### config.mk
export PLATFORM = sky130hd
export DESIGN_NAME = serial_negator
export DESIGN_NICKNAME = d
export VERILOG_FILES = /design/src/rtl/serial_negator.sv
export SDC_FILE = /design/constraint.sdc
export NUM_CORES = 1
export LEC_CHECK = 0
export BUFFER_PORTS_ARGS = -buffer_cell sky130_fd_sc_hd__buf_2
export CORE_MARGIN = 4
export CORE_UTILIZATION = 47
export DETAILED_ROUTE_END_ITERATION = 6
export GPL_ROUTABILITY_DRIVEN = 0
export GPL_TIMING_DRIVEN = 0
export PLACE_DENSITY = 0.69
export SYNTH_ARGS = -nofsm -noshare
export SYNTH_HDL_FRONTEND = slang
export SYNTH_SLANG_ARGS = --single-unit
### constraint.sdc
create_clock -name clk -period 1.75 [get_ports clk]
set_input_delay 0.175 -clock clk [delete_from_list [all_inputs] [get_ports clk]]
set_output_delay 0.175 -clock clk [all_outputs]
set_load 0.02 [all_outputs]
### src/rtl/serial_negator.sv
// rtl/serial_negator.sv - bit-serial pass/one's/two's complement/absolute-value unit
module serial_negator #(
    parameter int WIDTH = 6
) (
    input  logic             clk,
    input  logic             rst_n,
    input  logic             in_valid,
    output logic             in_ready,
    input  logic [WIDTH-1:0] in_data,
    input  logic [1:0]       mode,
    output logic             out_valid,
    input  logic             out_ready,
    output logic [WIDTH-1:0] out_data,
    output logic             overflow,
    output logic             busy
);

    localparam int CW = $clog2(WIDTH);
    localparam logic [WIDTH-1:0] MOST_NEG = {1'b1, {(WIDTH-1){1'b0}}};

    typedef enum logic [1:0] {
        IDLE = 2'b00,
        RUN  = 2'b01,
        DONE = 2'b10
    } state_t;

    state_t            state;
    state_t            state_nxt;
    logic [WIDTH-1:0]  shreg;
    logic [CW-1:0]     cnt;
    logic              carry;
    logic              inv;
    logic              ovf_pending;

    logic              accept;
    logic              last_bit;
    logic              bit_b;
    logic              res_bit;
    logic              neg_in;
    logic              inv_init;
    logic              carry_init;

    // Operand setup: invert for one's/two's complement and for negative operands under abs;
    // the +1 of negation enters as the initial carry.
    assign neg_in     = in_data[WIDTH-1];
    assign inv_init   = (mode == 2'b01) || (mode == 2'b10) || ((mode == 2'b11) && neg_in);
    assign carry_init = (mode == 2'b10) || ((mode == 2'b11) && neg_in);

    // Single complement cell: conditional invert followed by a half-adder with the carry.
    assign bit_b    = shreg[0] ^ inv;
    assign res_bit  = bit_b ^ carry;
    assign accept   = in_valid && in_ready;
    assign last_bit = (state == RUN) && (cnt == CW'(WIDTH - 1));

    // State register.
    always_ff @(posedge clk or negedge rst_n) begin
        if (!rst_n) begin
            state <= IDLE;
        end else begin
            state <= state_nxt;
        end
    end

    // Next-state and handshake outputs.
    always_comb begin
        state_nxt = state;
        in_ready  = 1'b0;
        out_valid = 1'b0;
        busy      = 1'b0;
        case (state)
            IDLE: begin
                in_ready = 1'b1;
                if (in_valid) begin
                    state_nxt = RUN;
                end
            end
            RUN: begin
                busy = 1'b1;
                if (last_bit) begin
                    state_nxt = DONE;
                end
            end
            DONE: begin
                busy      = 1'b1;
                out_valid = 1'b1;
                if (out_ready) begin
                    state_nxt = IDLE;
                end
            end
            default: begin
                state_nxt = IDLE;
            end
        endcase
    end

    // Serial datapath: load on accept, shift LSB-first during RUN, publish on the last bit.
    always_ff @(posedge clk or negedge rst_n) begin
        if (!rst_n) begin
            shreg       <= '0;
            cnt         <= '0;
            carry       <= 1'b0;
            inv         <= 1'b0;
            ovf_pending <= 1'b0;
            out_data    <= '0;
            overflow    <= 1'b0;
        end else if (accept) begin
            shreg       <= in_data;
            cnt         <= '0;
            inv         <= inv_init;
            carry       <= carry_init;
            ovf_pending <= carry_init && (in_data == MOST_NEG);
        end else if (state == RUN) begin
            shreg <= {res_bit, shreg[WIDTH-1:1]};
            carry <= bit_b & carry;
            cnt   <= cnt + CW'(1);
            if (last_bit) begin
                out_data <= {res_bit, shreg[WIDTH-1:1]};
                overflow <= ovf_pending;
            end
        end
    end

endmodule

==> flow_summary_export.csv <==
group,metric,value,unit
sta,finalMaxSlewViolations,0,
clock_tree,clock_sink_count,21,
grt,antenna_found_initial,0,
grt,grt-ovfl-total,0,
synth,syn_inst,91,
routing,viasPerCell,5.033,
worst_setup_path,arrival,1870,ps
die,die_h,55.51,um
status,run_status,"finished clean",
die,dieArea,3081,um^2
placement,dp_hpwl,1357,um
synth,synth_top_area_share,49.53,%
routing,wire_per_inst,13.11,um
synth,netlist-cell-type-count,23,
finish,final_util,63.91,%
grt,grt_pass1_wl,3318,um
die,io_pins,22,
synth,synth_seq_cells,21,
sta,timing.fmax,0.5965,GHz
power_and_ir_drop,p_per_area,1602,nW/um^2
clock_tree,cts_made_buffers,3,
worst_setup_path,critPathCaptureType,"flip-flop",
worst_setup_path,critPathMaxFanout,4,
sta,setup_viol,0,
sta,skew,4.320,ps
sta,period_needed,1676,ps
job,cap_violations,0,
grt,grtUsageTotal,13.34,%
power_and_ir_drop,peakVddDrop,0.0009968,V
sta,worst_pin_slew,487.1,ps
placement,placed_cells,139,
placement,pre_cts_slack,-81.01,ps
synth,yosysTopAreaCell,"dfrtp_1",
die,start_util,51.96,%
sta,worst_slack,73.51,ps
die,die_w,55.51,um
synth,ys_seq_area_share,49.53,%
synth,postSynthAreaPerCell,11.66,um^2
synth,synth_nets,112,
die,core,2042,um^2
sta,slew_headroom,67.52,%
power_and_ir_drop,p_leak,0.6593,nW
die,placementRows,16,
worst_setup_path,crit_type,"flip-flop to flip-flop",
finish,layout_commonest_cell,"buf_2",
finish,area_growth,23.00,%
finish,n_antenna_cell,0,
clock_tree,insertion_delay,300,ps
finish,fin_cells,150,
routing,first_pass_iters,4,
finish,nNetsFinal,145,
clock_tree,root_buffer,"clkbuf_4",
clock_tree,clk_pin_slew,120,ps
clock_tree,cts_tree,"built",
routing,wl,1966,um
sta,timing.final.crit_share,95.80,%
finish,final_cell_mix,"buf_2 (22), dfrtp_1 (21), nand2_1 (11)",
placement,numPortBuffers,21,
routing,drc,0,
sta,timing.final.hold_violations,0,
routing,drtIter0Drc,12,
grt,grt_max_degree,22,
sta,whs,95.98,ps
synth,synth_top_cells_by_area,"dfrtp_1 (50%), ha_1 (11%), mux2_2 (9.6%)",
synth,yosysWarnings,0,
finish,drive_above_1_share,39.02,%
routing,detail-route-antenna-nets,0,
routing,vias,755,
worst_setup_path,worstPathRequired,1940,ps
worst_setup_path,start_kind,"flip-flop",
grt,grt_pass1_vias,761,
power_and_ir_drop,power.total,2.091,mW
clock_tree,htree_levels,1,
synth,synth_area,1061,um^2
clock_tree,clockBufferDepth,2,
hold_path,hold_path_class,"input port to flip-flop",
==> registers in the layout, indices dropped and copies added, names as in the netlist <==
| name | cells |
|---|---|
| carry | 1 |
| cnt | 3 |
| inv | 1 |
| out_data | 6 |
| overflow | 1 |
| ovf_pending | 1 |
| shreg | 6 |
| state | 2 |
==> where the power goes <==
group / internal [mW] / leakage, nW / switching [mW] / total, mW
registers: 0.683 / 0.268 / 0.121 / 0.804
logic: 0.504 / 0.376 / 0.548 / 1.05
clock network: 0.0888 / 0.0150 / 0.145 / 0.234
total: 1.28 / 0.659 / 0.815 / 2.09
==> per-stage QoR <==
step           cell area, um^2  TNS [ps]
2_1_floorplan             1064         0
5_1_grt                   1305    -1.682
4_1_cts                   1276         0
6_report                  1305         0
3_5_place_dp              1202    -508.3
3_3_place_gp              1202    -402.8
==> worst paths after layout <==
check / startpoint / end / slack (ps) / cells past startpoint
setup / recovery: state[0] / out_data[3] / 70 / 6
hold / removal: in_data[0] / shreg[0] / 100 / 3
setup reg to reg: state[0] / out_data[3] / 70 / 6
hold reg to reg: ovf_pending / ovf_pending / 500 / 2
max in group asynchronous: rst_n / shreg[3] / 1060 / 2
min in group asynchronous: rst_n / cnt[0] / 350 / 2
==> cells in the mapped netlist <==
| cell | count |
|---|---|
| a211oi_1 | 1 |
| a21o_1 | 1 |
| a21oi_1 | 2 |
| and2_4 | 1 |
| buf_2 | 1 |
| buf_6 | 1 |
| clkbuf_1 | 1 |
| dfrtp_1 | 21 |
| ha_1 | 9 |
| inv_1 | 4 |
| mux2_2 | 9 |
| mux2i_1 | 7 |
| nand2_1 | 11 |
| nand3b_1 | 1 |
| nor2_1 | 4 |
| nor2b_1 | 2 |
| nor3_1 | 1 |
| nor3b_4 | 1 |
| nor4_1 | 1 |
| o21ai_0 | 8 |
| o32a_1 | 1 |
| xnor2_1 | 1 |
| xor2_1 | 2 |
==> area by class of cell <==
cell class,instances,area [um^2]
Fill cell,181,737.0
Sequential cell,21,525.5
Multi-Input combinational cell,63,520.5
Timing Repair Buffer,29,175.2
Tap cell,27,33.78
Clock buffer,4,26.28
Inverter,4,15.01
Buffer,2,8.758
==> worst max-delay path: stages, from the launching register on <==
cell and delay [ps]:
dfrtp_1 390, buf_4 110, buf_4 100, ha_2 210, nor3b_4 280, buf_6 150, mux2_2 330
==> layer usage <==
metal | GRT usage [%] | part of all wire, % | up-vias
li1 | - | - | 377
met1 | 18.18 | 48 | 352
met2 | 20.10 | 45 | 22
met3 | 3.497 | 5.7 | 4
met4 | 5.208 | 1.1 | 0
met5 | 0 | 0 | -
==> timing repair <==
item | 4_1_cts | 5_1_grt
pin swaps | 1 | 2
hold buffers | 1 | 0
cloned | 0 | 0
resized for setup | 0 | 7
setup buffers | 5 | 2
endpoints found under the hold margin | 21 | 0
setup endpoints to repair | 7 | 12
==> cells by family after synthesis <==
family / after synthesis / share of synthesized area, %
and+or+nand+nor: 22 / 10.85
AOI/OAI and AO/OA: 13 / 7.076
DFF: 21 / 49.53
xor gates and xnor gates: 3 / 2.477
buffers and inverters: 7 / 3.301
muxes: 16 / 16.16
adders and majority gates: 9 / 10.61
Power figures use the tool's default switching activity.
